==> src/rtl/reg_writeback_ctrl.sv <==
// Write-port arbiter for the 32x32 register bank: ALU results beat load returns,
// and a busy scoreboard of pending load destinations stalls hazardous issue.
module reg_writeback_ctrl #(
    parameter int MAX_LOADS = 2
) (
    input  logic        clk,
    input  logic        rst_n,
    input  logic        iss_valid,
    input  logic [4:0]  iss_rs1,
    input  logic [4:0]  iss_rs2,
    input  logic [4:0]  iss_rd,
    input  logic        iss_is_load,
    output logic        iss_ready,
    input  logic        alu_valid,
    input  logic [4:0]  alu_rd,
    input  logic [31:0] alu_val,
    input  logic        ld_valid,
    input  logic [4:0]  ld_rd,
    input  logic [31:0] ld_val,
    output logic        ld_ready,
    output logic        reg_we,
    output logic [4:0]  rd,
    output logic [31:0] rd_val,
    output logic [31:0] busy
);

    localparam logic [2:0] MAX_CNT = 3'(MAX_LOADS);

    logic [2:0]  count;
    logic        hazard;
    logic        loads_full;
    logic        iss_acc;
    logic        ld_acc;
    logic        cnt_inc;
    logic        cnt_dec;
    logic [31:0] clr_mask;
    logic [31:0] set_mask;

    always_comb begin
        hazard = ((iss_rs1 != 5'd0) && busy[iss_rs1]) ||
                 ((iss_rs2 != 5'd0) && busy[iss_rs2]) ||
                 ((iss_rd  != 5'd0) && busy[iss_rd]);
        loads_full = iss_is_load && (count == MAX_CNT);
        iss_ready  = !(hazard || loads_full);
        ld_ready   = !alu_valid;
        iss_acc    = iss_valid && iss_ready;
        ld_acc     = ld_valid && ld_ready;
        cnt_inc    = iss_acc && iss_is_load;
        // A return with nothing outstanding is still written but must not wrap
        cnt_dec    = ld_acc && (count != 3'd0);
    end

    always_comb begin
        clr_mask = '0;
        set_mask = '0;
        if (ld_acc) begin
            clr_mask[ld_rd] = 1'b1;
        end
        if (cnt_inc && (iss_rd != 5'd0)) begin
            set_mask[iss_rd] = 1'b1;
        end
    end

    always_ff @(posedge clk or negedge rst_n) begin
        if (!rst_n) begin
            busy  <= '0;
            count <= '0;
        end else begin
            busy <= (busy & ~clr_mask) | set_mask;
            case ({cnt_inc, cnt_dec})
                2'b10:   count <= count + 3'd1;
                2'b01:   count <= count - 3'd1;
                default: count <= count;
            endcase
        end
    end

    // x0 writes still move rd/rd_val so the bank sees a consistent address/data pair
    always_ff @(posedge clk or negedge rst_n) begin
        if (!rst_n) begin
            reg_we <= 1'b0;
            rd     <= '0;
            rd_val <= '0;
        end else if (alu_valid) begin
            reg_we <= (alu_rd != 5'd0);
            rd     <= alu_rd;
            rd_val <= alu_val;
        end else if (ld_valid) begin
            reg_we <= (ld_rd != 5'd0);
            rd     <= ld_rd;
            rd_val <= ld_val;
        end else begin
            reg_we <= 1'b0;
        end
    end

endmodule

==> config.mk <==
export PLATFORM = sky130hd
export DESIGN_NAME = reg_writeback_ctrl
export DESIGN_NICKNAME = d
export VERILOG_FILES = /design/src/rtl/reg_writeback_ctrl.sv
export SDC_FILE = /design/constraint.sdc
export NUM_CORES = 1
export LEC_CHECK = 0
export ABC_AREA = 0
export CORE_ASPECT_RATIO = 1.4
export CORE_MARGIN = 8
export CORE_UTILIZATION = 44
export DETAILED_ROUTE_END_ITERATION = 6
export GPL_TIMING_DRIVEN = 0
export PLACE_DENSITY = 0.8
export SETUP_SLACK_MARGIN = 0.2
export SKIP_LAST_GASP = 1
export SYNTH_ARGS = -nofsm -noshare
export SYNTH_HDL_FRONTEND = slang
export SYNTH_SLANG_ARGS = --single-unit
export TNS_END_PERCENT = 20
==> constraint.sdc <==
create_clock -name clk -period 3.75 [get_ports clk]
set_input_delay 0.5625 -clock clk [delete_from_list [all_inputs] [get_ports clk]]
set_output_delay 0.5625 -clock clk [all_outputs]
set_load 0.05 [all_outputs]
==> reports/metrics.csv, run 1 <==
metric;value;unit
end_kind;output pin;
finalPower;2.96;mW
die_w;99.6;um
grt_pass1_vias;4815;
first_pass_iters;5;
place_hpwl;12100;um
synth_warnings;0;
p_leak;2.68;nW
critPathRequiredTime;3190;ps
yosys-top-cells-count;dfrtp_1 (73), o21ai_0 (72), mux2i_1 (55);
fin_util;67.4;%
vdd_drop_max;0.000271;V
hold_viol_final;0;
setup_viol;0;
syn_nets;514;
viasPerCell;5.96;
postRouteAntennaNets;0;
fin_nets;685;
grt_pass1_wl;24900;um
async_flop_share;100;%
rsz0062_at_grt;false;
clock-skew-final;4.68;ps
maxCapViolations;0;
io_buffers;157;
clock_path_buffers;2;
synth_most_common_cell;dfrtp_1;
grt-ovfl-total;0;
grt_max_degree;71;
synth_ff_type;dfrtp_1;
synth_edf_count;0;
clk_pin_slew;60;ps
io_pins;167;
yosysSeqAreaShare;42.4;%
coreArea;9510;sq um
start_util;45.3;%
min_period;3340;ps
fill_cells;761;
maxSlewHeadroom;50.6;%
clk_latency;330;ps
gp_congestion;0.964;
synth.top_cell.area_share;42.4;%
vias;4318;
wirelength;15400;um
crit_path_start_kind;primary input;
drtIter0Drc;245;
die-area;13300;sq um
die_y;133;um
criticalPathCategory;primary input to output pin;
synth.avg_cell_area;10.3;sq um
cts_buffers;9;
synth_area_leaders;dfrtp_1 (42%), mux2i_1 (13%), o21ai_0 (8.4%), o41ai_1 (5.7%), mux4_2 (4.2%);
arrival;2780;ps
outcome;completed;
synth_seq_cells;73;
htreeDepth;3;
fmax;0.299;GHz
synth_cells;417;
ys_types;43;
finalCritPeriodShare;89.1;%
drv_slew;0;
grt_usage;23.8;%
hold_buffers;0;
tightest_slew;741;ps
fin_tns_setup;0;ps
min_path_type;primary input to asynchronous set/reset pin;
row_count;42;
wire_per_inst;21.3;um
area_growth;48.9;%
drive_gt1_share;8.61;%
drc;0;
cp_max_fo;10;
root_buffer;clkbuf_16;
synth_top_area_cell;dfrtp_1;
cts_tree;built;
antenna_cells;0;
hold_slack;25.1;ps
power_density;462;nW/um^2
synth_area;4310;sq um
clock-sinks;73;
antenna_found_initial;0;
[cell families after synthesis]
| logic type | after synthesis | synth area share, % |
|---|---|---|
| AO/OA/AOI/OAI | 132 | 20.2 |
| AND/OR/NAND/NOR | 90 | 10.4 |
| multiplexers | 73 | 21.0 |
| flip-flops | 73 | 42.4 |
| buffers and inverters | 44 | 4.65 |
| XOR/XNOR | 3 | 0.610 |
| adder cells (fa/ha/maj) | 2 | 0.756 |
[through the flow]
stage / cells / setup WS [ps] / area (sq um)
floorplan: 417 / 398 / 4310
global placement: 706 / -730 / 6050
detailed placement: 707 / -761 / 6070
CTS: 724 / 201 / 6400
global route: 724 / 239 / 6410
finish: 724 / 409 / 6410
[final cells by class]
cell class | count | area (sq um) | share of cell area [%]
timing repair buffer | 160 | 1620 | 25.3
clock buffer | 13 | 260 | 4.06
sequential | 73 | 1830 | 28.5
inverter | 11 | 41.3 | 0.644
buffer | 33 | 170 | 2.65
clock inverter | 2 | 37.5 | 0.585
multi-input combinational | 300 | 2290 | 35.7
tap | 132 | 165 | 2.58
[where the power goes]
| part | switching [mW] | internal [mW] |
|---|---|---|
| combinational | 0.654 | 0.435 |
| sequential | 0.117 | 0.893 |
| clock | 0.314 | 0.548 |
[registers in the layout (all words and copies together) (netlist names)]
name    flops
busy       32
count       3
rd          5
rd_val     32
reg_we      1
[repair_timing]
action,4_1_cts,5_1_grt
resized for setup,13,4
pin swaps,3,2
setup endpoints to repair,3,3
setup buffers,2,0
[cells in the final DEF (no fill, tap or decap), types with 2 or more instances in the layout]
master	n
clkdlybuf4s50_1	151
dfrtp_1	73
o21ai_0	72
mux2i_1	55
nand2_1	48
o41ai_1	28
clkbuf_1	22
inv_1	11
nand3b_1	9
clkbuf_16	9
nor2_1	8
mux4_2	8
or3_1	7
o221ai_1	7
buf_6	6
mux2_2	6
o22ai_1	5
or3b_2	4
buf_4	4
mux4_1	4
dlymetal6s2s_1	4
buf_2	3
nand3_1	3
nand2b_1	3
nor2b_1	3
buf_1	3
a21oi_1	2
a31oi_1	2
a211oi_1	2
a2111oi_0	2
a211o_1	2
nand4_1	2
o41ai_2	2
xor2_1	2
clkbuf_8	2
[worst max-delay path, cell delays in order]
cell	delay, ps
clkbuf_1	430
mux4_1	370
mux2i_1	210
o22ai_1	160
nor4_2	350
nand4_2	190
buf_6	180
a21oi_2	140
buf_6	180
[final timing paths]
path / startpoint / endpoint / slack [ps] / depth (start not counted)
setup / recovery: iss_rs1[1] / iss_ready / 410 / 9
max in group asynchronous: rst_n / rd_val[6] / 3170 / 2
min in group clk: count[2] / count[2] / 490 / 1
setup reg to reg: busy[25] / count[2] / 500 / 13
hold / removal: rst_n / rd_val[23] / 30 / 1
hold reg to reg: count[2] / count[2] / 490 / 1
[metal layers]
| metal | part of all wire [%] | vias to the layer above | global-route usage, % |
|---|---|---|---|
| li1 | - | 1934 | - |
| met1 | 35 | 2082 | 24.7 |
| met5 | 0 | - | 0 |
| met3 | 12 | 36 | 9.40 |
| met2 | 50 | 266 | 40.9 |
| met4 | 2.9 | 0 | 11.3 |
(Power assumes the default switching activity.)
==> run 2: changes to the inputs <==
--- a/config.mk
+++ b/config.mk
@@ -11,6 +11,7 @@
 export CORE_UTILIZATION = 44
 export DETAILED_ROUTE_END_ITERATION = 6
 export GPL_TIMING_DRIVEN = 0
+export HOLD_SLACK_MARGIN = 0.1
 export PLACE_DENSITY = 0.8
 export SETUP_SLACK_MARGIN = 0.2
 export SKIP_LAST_GASP = 1
==> run 2 against run 1 <==
Net effect: clock power about the same; utilization rose by 0.11 points; final area is 0.16% higher; non-clock buffer count increased by 1; power about the same.
==> reports/metrics.csv, run 2 (synthesized netlist as in run 1, its figures left out) <==
metric;value;unit;change
outcome;completed;;unchanged
antenna_found_initial;0;;unchanged
die-area;13300;sq um;unchanged
p_sw_share;36.7;%;was 36.6%
maxCapViolations;0;;unchanged
grt_max_degree;71;;unchanged
first_pass_iters;7;;was 5
fin_nets;686;;was 685
grt_pass1_wl;24900;um;about the same
dp_slack;-761;ps;unchanged
drc;0;;unchanged
setup_viol;0;;unchanged
reg_top3;busy: 32 flops, rd_val: 32 flops, rd: 5 flops;;unchanged
grt_pass1_vias;4817;;was 4815
grt_usage;23.8;%;about the same
cts_tree;built;;unchanged
clk_latency;340;ps;was 330 ps
start_util;45.3;%;unchanged
clock-skew-final;4.83;ps;was 4.68 ps
stdcell_area;6420;sq um;was 6410 sq um
vias;4299;;was 4318
antenna_cells;0;;unchanged
hold-path-endpoint;count[2];;
grt-ovfl-total;0;;unchanged
min_path_type;register to register;;was primary input to asynchronous set/reset pin
clock_path_buffers;2;;unchanged
crit_path_start_kind;primary input;;unchanged
rsz0062_at_grt;false;;unchanged
layout_common_cells;clkdlybuf4s50_1 (151), dfrtp_1 (73), o21ai_0 (72), mux2i_1 (55), nand2_1 (48);;unchanged
wirelength;15500;um;was 15400 um
io_pins;167;;unchanged
coreArea;9510;sq um;unchanged
row_count;42;;unchanged
finalCritPeriodShare;89.2;%;was 89.1%
fmax;0.299;GHz;about the same
wire_per_inst;21.3;um;about the same
finalPower;2.96;mW;about the same
htreeDepth;3;;unchanged
power_density;461;nW/um^2;was 462 nW/um^2
io_buffers;157;;unchanged
drtIter0Drc;232;;was 245
end_kind;output pin;;unchanged
root_buffer;clkbuf_16;;unchanged
critPathRequiredTime;3190;ps;about the same
layout_setup_ws;404;ps;was 409 ps
fin_tns_setup;0;ps;unchanged
combPwrFrac;36.8;%;about the same
whs_path_depth;1;;
postRouteAntennaNets;0;;unchanged
seqPwrFrac;34.1;%;about the same
die_y;133;um;unchanged
r2r_slack;500;ps;about the same
hold_viol_final;0;;unchanged
arrival;2780;ps;about the same
p_leak;2.68;nW;about the same
gp_congestion;0.964;;unchanged
clk_pin_slew;50;ps;was 60 ps
min-delay-start;count[2];;
area_growth;49.2;%;was 48.9%
tightest_slew;742;ps;was 741 ps
r2r_end;count[2];;unchanged
vdd_drop_max;0.000273;V;was 0.000271 V
p_int;1.88;mW;about the same
cts_buffers;9;;unchanged
drv_slew;0;;unchanged
min_period;3350;ps;was 3340 ps
clkPwrFrac;29.1;%;about the same
reg2reg_from;busy[25];;unchanged
drive_gt1_share;8.60;%;was 8.61%
cp_max_fo;10;;unchanged
viasPerCell;5.93;;was 5.96
postPlaceCellArea;6070;sq um;unchanged
reg2reg_depth;13;;unchanged
maxSlewHeadroom;50.6;%;about the same
final_common_cell;clkdlybuf4s50_1;;unchanged
p_switching;1.09;mW;was 1.08 mW
die_w;99.6;um;unchanged
criticalPathCategory;primary input to output pin;;unchanged
clock-sinks;73;;unchanged
place_hpwl;12100;um;unchanged
-- run 2: cell count changes in the layout (fill, tap and decap cells not counted) --
cell	before	now
dlygate4sd3_1	0	1
-- run 2: worst max path at each step --
| stage | start | to | slack [ps] | cells after the start |
|---|---|---|---|---|
| after floorplan | iss_rd[0] | count[2] | 400 | 14 |
| after global placement | iss_rs2[2] | iss_ready | -730 | 10 |
| after detailed placement | iss_rs2[2] | iss_ready | -760 | 10 |
| after CTS | iss_rs2[2] | iss_ready | 200 | 10 |
| after global routing | iss_rs1[1] | count[2] | 240 | 14 |
| final | iss_rs1[1] | iss_ready | 400 | 9 |
-- run 2: power groups by stage --
stage               clock network (mW)  logic (mW)  registers, mW
finish                           0.862        1.09           1.01
global route                     0.898        1.16           1.02
global placement                     0        1.05           1.01
CTS                              0.873        1.09           1.01
floorplan                            0       0.362           1.29
detailed placement                   0        1.08           1.02
-- run 2: layer usage --
| layer | GRT usage (%) | wire [um] | vias to the layer above |
|---|---|---|---|
| li1 | - | - | 1939 |
| met1 | 24.5 | 5440 | 2070 |
| met2 | 40.8 | 7770 | 254 |
| met3 | 9.50 | 1810 | 36 |
| met4 | 11.5 | 453 | 0 |
| met5 | 0 | 0 | - |
-- run 2: critical path, cell delays in order --
cell and delay, ps:
clkbuf_1 430, mux4_1 370, mux2i_1 210, o22ai_1 160, nor4_2 350, nand4_2 200, buf_6 190, a21oi_2 140
buf_6 180
-- run 2: layout make-up --
cell class | count | area [sq um]
buffer | 33 | 170
clock buffer | 13 | 260
clock inverter | 2 | 37.5
fill | 760 | 3090
inverter | 11 | 41.3
multi-input combinational | 300 | 2290
sequential | 73 | 1830
tap | 132 | 165
timing repair buffer | 161 | 1630
-- run 2: through the flow --
stage / hold slack [ps] / cells / util [%]
2_1_floorplan: 267 / 417 / -
3_3_place_gp: 456 / 706 / 63.6
3_5_place_dp: 376 / 707 / 63.8
4_1_cts: 503 / 725 / 67.4
5_1_grt: 516 / 725 / 67.5
6_report: 498 / 725 / 67.5
-- run 2: repair_timing --
action,4_1_cts,5_1_grt
pin swaps,3,2
setup buffers,2,0
resized for setup,13,4
hold endpoints to repair,3,0
setup endpoints to repair,3,3
hold buffers,1,0
==> run 3: changes to the inputs <==
--- a/config.mk
+++ b/config.mk
@@ -13,6 +13,7 @@
 export GPL_TIMING_DRIVEN = 0
 export HOLD_SLACK_MARGIN = 0.1
 export PLACE_DENSITY = 0.8
+export REMOVE_ABC_BUFFERS = 1
 export SETUP_SLACK_MARGIN = 0.2
 export SKIP_LAST_GASP = 1
 export SYNTH_ARGS = -nofsm -noshare
==> run 3 against run 2 <==
Net effect: power increased by 0.82%; sequential power is essentially flat; critical path depth decreased by 2; clock-buffer cell count decreased by 1; clock power is 3.0% higher; critical endpoint unchanged; largest cell class unchanged.
==> reports/metrics.csv, run 3 (synthesized netlist as in run 1, its figures left out) <==
metric;value;unit;change
outcome;completed;;unchanged
criticalPathCategory;primary input to output pin;;unchanged
clk_pin_slew;60;ps;was 50 ps
cp_max_fo;17;;was 10
grt_pass1_wl;24300;um;was 24900 um
p_sw_share;36.8;%;was 36.7%
maxCapViolations;0;;unchanged
area_growth;49.1;%;was 49.2%
hold_viol_final;0;;unchanged
fin_util;67.5;%;about the same
cp_cell_sequence;clkdlybuf4s50_1, or3b_2, o22ai_1, or3_1, a221o_4, a21oi_1, buf_4;;was clkbuf_1, mux4_1, mux2i_1, o22ai_1, nor4_2, nand4_2, buf_6, a21oi_2, buf_6
fill_cells;729;;was 760
dp_slack;-1540;ps;was -761 ps
die_y;133;um;unchanged
combPwrFrac;36.5;%;was 36.8%
cts_tree;built;;unchanged
rsz0062_at_grt;false;;unchanged
seqCellArea;1830;sq um;unchanged
cts_buffers;9;;unchanged
die-area;13300;sq um;unchanged
viasPerCell;6.09;;was 5.93
start_util;45.3;%;unchanged
critPathRequiredTime;3190;ps;about the same
power_density;465;nW/um^2;was 461 nW/um^2
row_count;42;;unchanged
vias;4297;;was 4299
clkPwrFrac;29.8;%;was 29.1%
arrival;2900;ps;was 2780 ps
critical_path.top_delay_family;compound AO/OA/AOI/OAI gates;;was buffers and inverters
layout_common_cells;clkdlybuf4s50_1 (155), dfrtp_1 (73), o21ai_0 (72), mux2i_1 (54), nand2_1 (48);;was clkdlybuf4s50_1 (151), dfrtp_1 (73), o21ai_0 (72), mux2i_1 (55), nand2_1 (48)
finalCritPeriodShare;92.4;%;was 89.2%
hold_slack;140;ps;was 498 ps
setup_viol;0;;unchanged
grt_max_degree;64;;was 71
maxSlewHeadroom;61.0;%;was 50.6%
io_pins;167;;unchanged
clk_latency;330;ps;was 340 ps
die_w;99.6;um;unchanged
crit_path_start_kind;primary input;;unchanged
p_int;1.89;mW;was 1.88 mW
layout_setup_ws;285;ps;was 404 ps
place_hpwl;11700;um;was 12100 um
gp_congestion;0.888;;was 0.964
min_period;3470;ps;was 3350 ps
reg_top3;busy: 32 flops, rd_val: 32 flops, rd: 5 flops;;unchanged
path_buf_inv;2;;was 3
stdcell_area;6420;sq um;about the same
drtIter0Drc;318;;was 232
io_buffers;166;;was 157
end_kind;output pin;;unchanged
slowest_stage;clkdlybuf4s50_1;;was clkbuf_1
fmax;0.289;GHz;was 0.299 GHz
clock_path_buffers;2;;unchanged
root_buffer;clkbuf_16;;unchanged
final_common_cell;clkdlybuf4s50_1;;unchanged
finalPower;2.99;mW;was 2.96 mW
postRouteAntennaNets;0;;unchanged
htreeDepth;3;;unchanged
min_path_type;primary input to asynchronous set/reset pin;;was register to register
multi_input_area;2350;sq um;was 2290 sq um
r2r_slack;390;ps;was 500 ps
coreArea;9510;sq um;unchanged
first_pass_iters;7;;unchanged
clock-sinks;73;;unchanged
drc;0;;unchanged
drv_slew;0;;unchanged
grt_pass1_vias;4571;;was 4817
tightest_slew;583;ps;was 742 ps
clock-skew-final;6.91;ps;was 4.83 ps
slowest_delay;540;ps;was 430 ps
seqPwrFrac;33.7;%;was 34.1%
drive_gt1_share;10.1;%;was 8.60%
fin_nets;666;;was 686
p_leak;2.66;nW;was 2.68 nW
grt_usage;23.2;%;was 23.8%
antenna_cells;0;;unchanged
postPlaceCellArea;6030;sq um;was 6070 sq um
grt-ovfl-total;0;;unchanged
p_switching;1.10;mW;was 1.09 mW
wirelength;15600;um;was 15500 um
wire_per_inst;22.2;um;was 21.3 um
vdd_drop_max;0.000302;V;was 0.000273 V
antenna_found_initial;0;;unchanged
[run 3: changes by cell type in the layout (fill, tap and decap cells not counted), moves of 2 or more]
cell | before | now
buf_12 | 0 | 2
clkbuf_2 | 1 | 3
buf_1 | 3 | 0
buf_6 | 6 | 0
clkdlybuf4s50_1 | 151 | 155
dlymetal6s2s_1 | 4 | 1
clkbuf_1 | 22 | 0
[run 3: area by class of cell]
cell class / instances / area share [%]
flip-flops and latches: 73 / 28.5
clock buffers: 12 / 4.15
repair buffers: 172 / 26.8
clock inverters: 4 / 0.780
well taps: 132 / 2.57
multi-input cells: 302 / 36.6
inverters: 11 / 0.643
[run 3: worst paths after layout]
check,start,endpoint,cells after the start
max reg2reg,busy[26],count[2],13
min,rst_n,rd_val[15],1
max,iss_rd[4],iss_ready,7
min reg2reg,count[2],count[2],1
max in group asynchronous,rst_n,count[1],2
min in group clk,count[2],count[2],1
[run 3: power groups by stage]
stage	Combinational [mW]	Clock [mW]	Sequential, mW
2_1_floorplan	0.309	0	1.29
3_3_place_gp	1.03	0	1.01
3_5_place_dp	1.06	0	1.01
4_1_cts	1.08	0.905	1.00
5_1_grt	1.15	0.944	1.02
6_report	1.09	0.888	1.01
[run 3: worst reg2reg max path: stages, from the launching register on]
cell	delay, ps
dfrtp_1	440
mux4_1	540
mux2i_2	210
o22ai_1	180
nor4_4	400
nand4_4	150
buf_4	240
a211o_1	250
ha_1	220
inv_1	70
fa_1	180
xor2_1	150
nor2_1	60
xor2_1	150
[run 3: metrics by stage]
step,TNS (ps),cells
after detailed placement,-18290,685
after CTS,0,703
after global routing,0,706
after floorplan,0,384
after global placement,-42410,682
final,0,706
[run 3: layer usage]
| metal | global-route usage, % | wire length (um) | vias up |
|---|---|---|---|
| met5 | 0 | 0 | - |
| met4 | 7.01 | 292 | 0 |
| met3 | 11.2 | 1980 | 36 |
| met2 | 39.2 | 7750 | 290 |
| met1 | 24.9 | 5620 | 2061 |
| li1 | - | - | 1910 |
[run 3: repair_timing]
item | CTS | global route
endpoints found under the setup margin | 35 | 3
pin swaps | 2 | 2
setup buffers | 1 | 2
hold buffers | 0 | 0
cloned | 1 | 1
resized for setup | 22 | 12
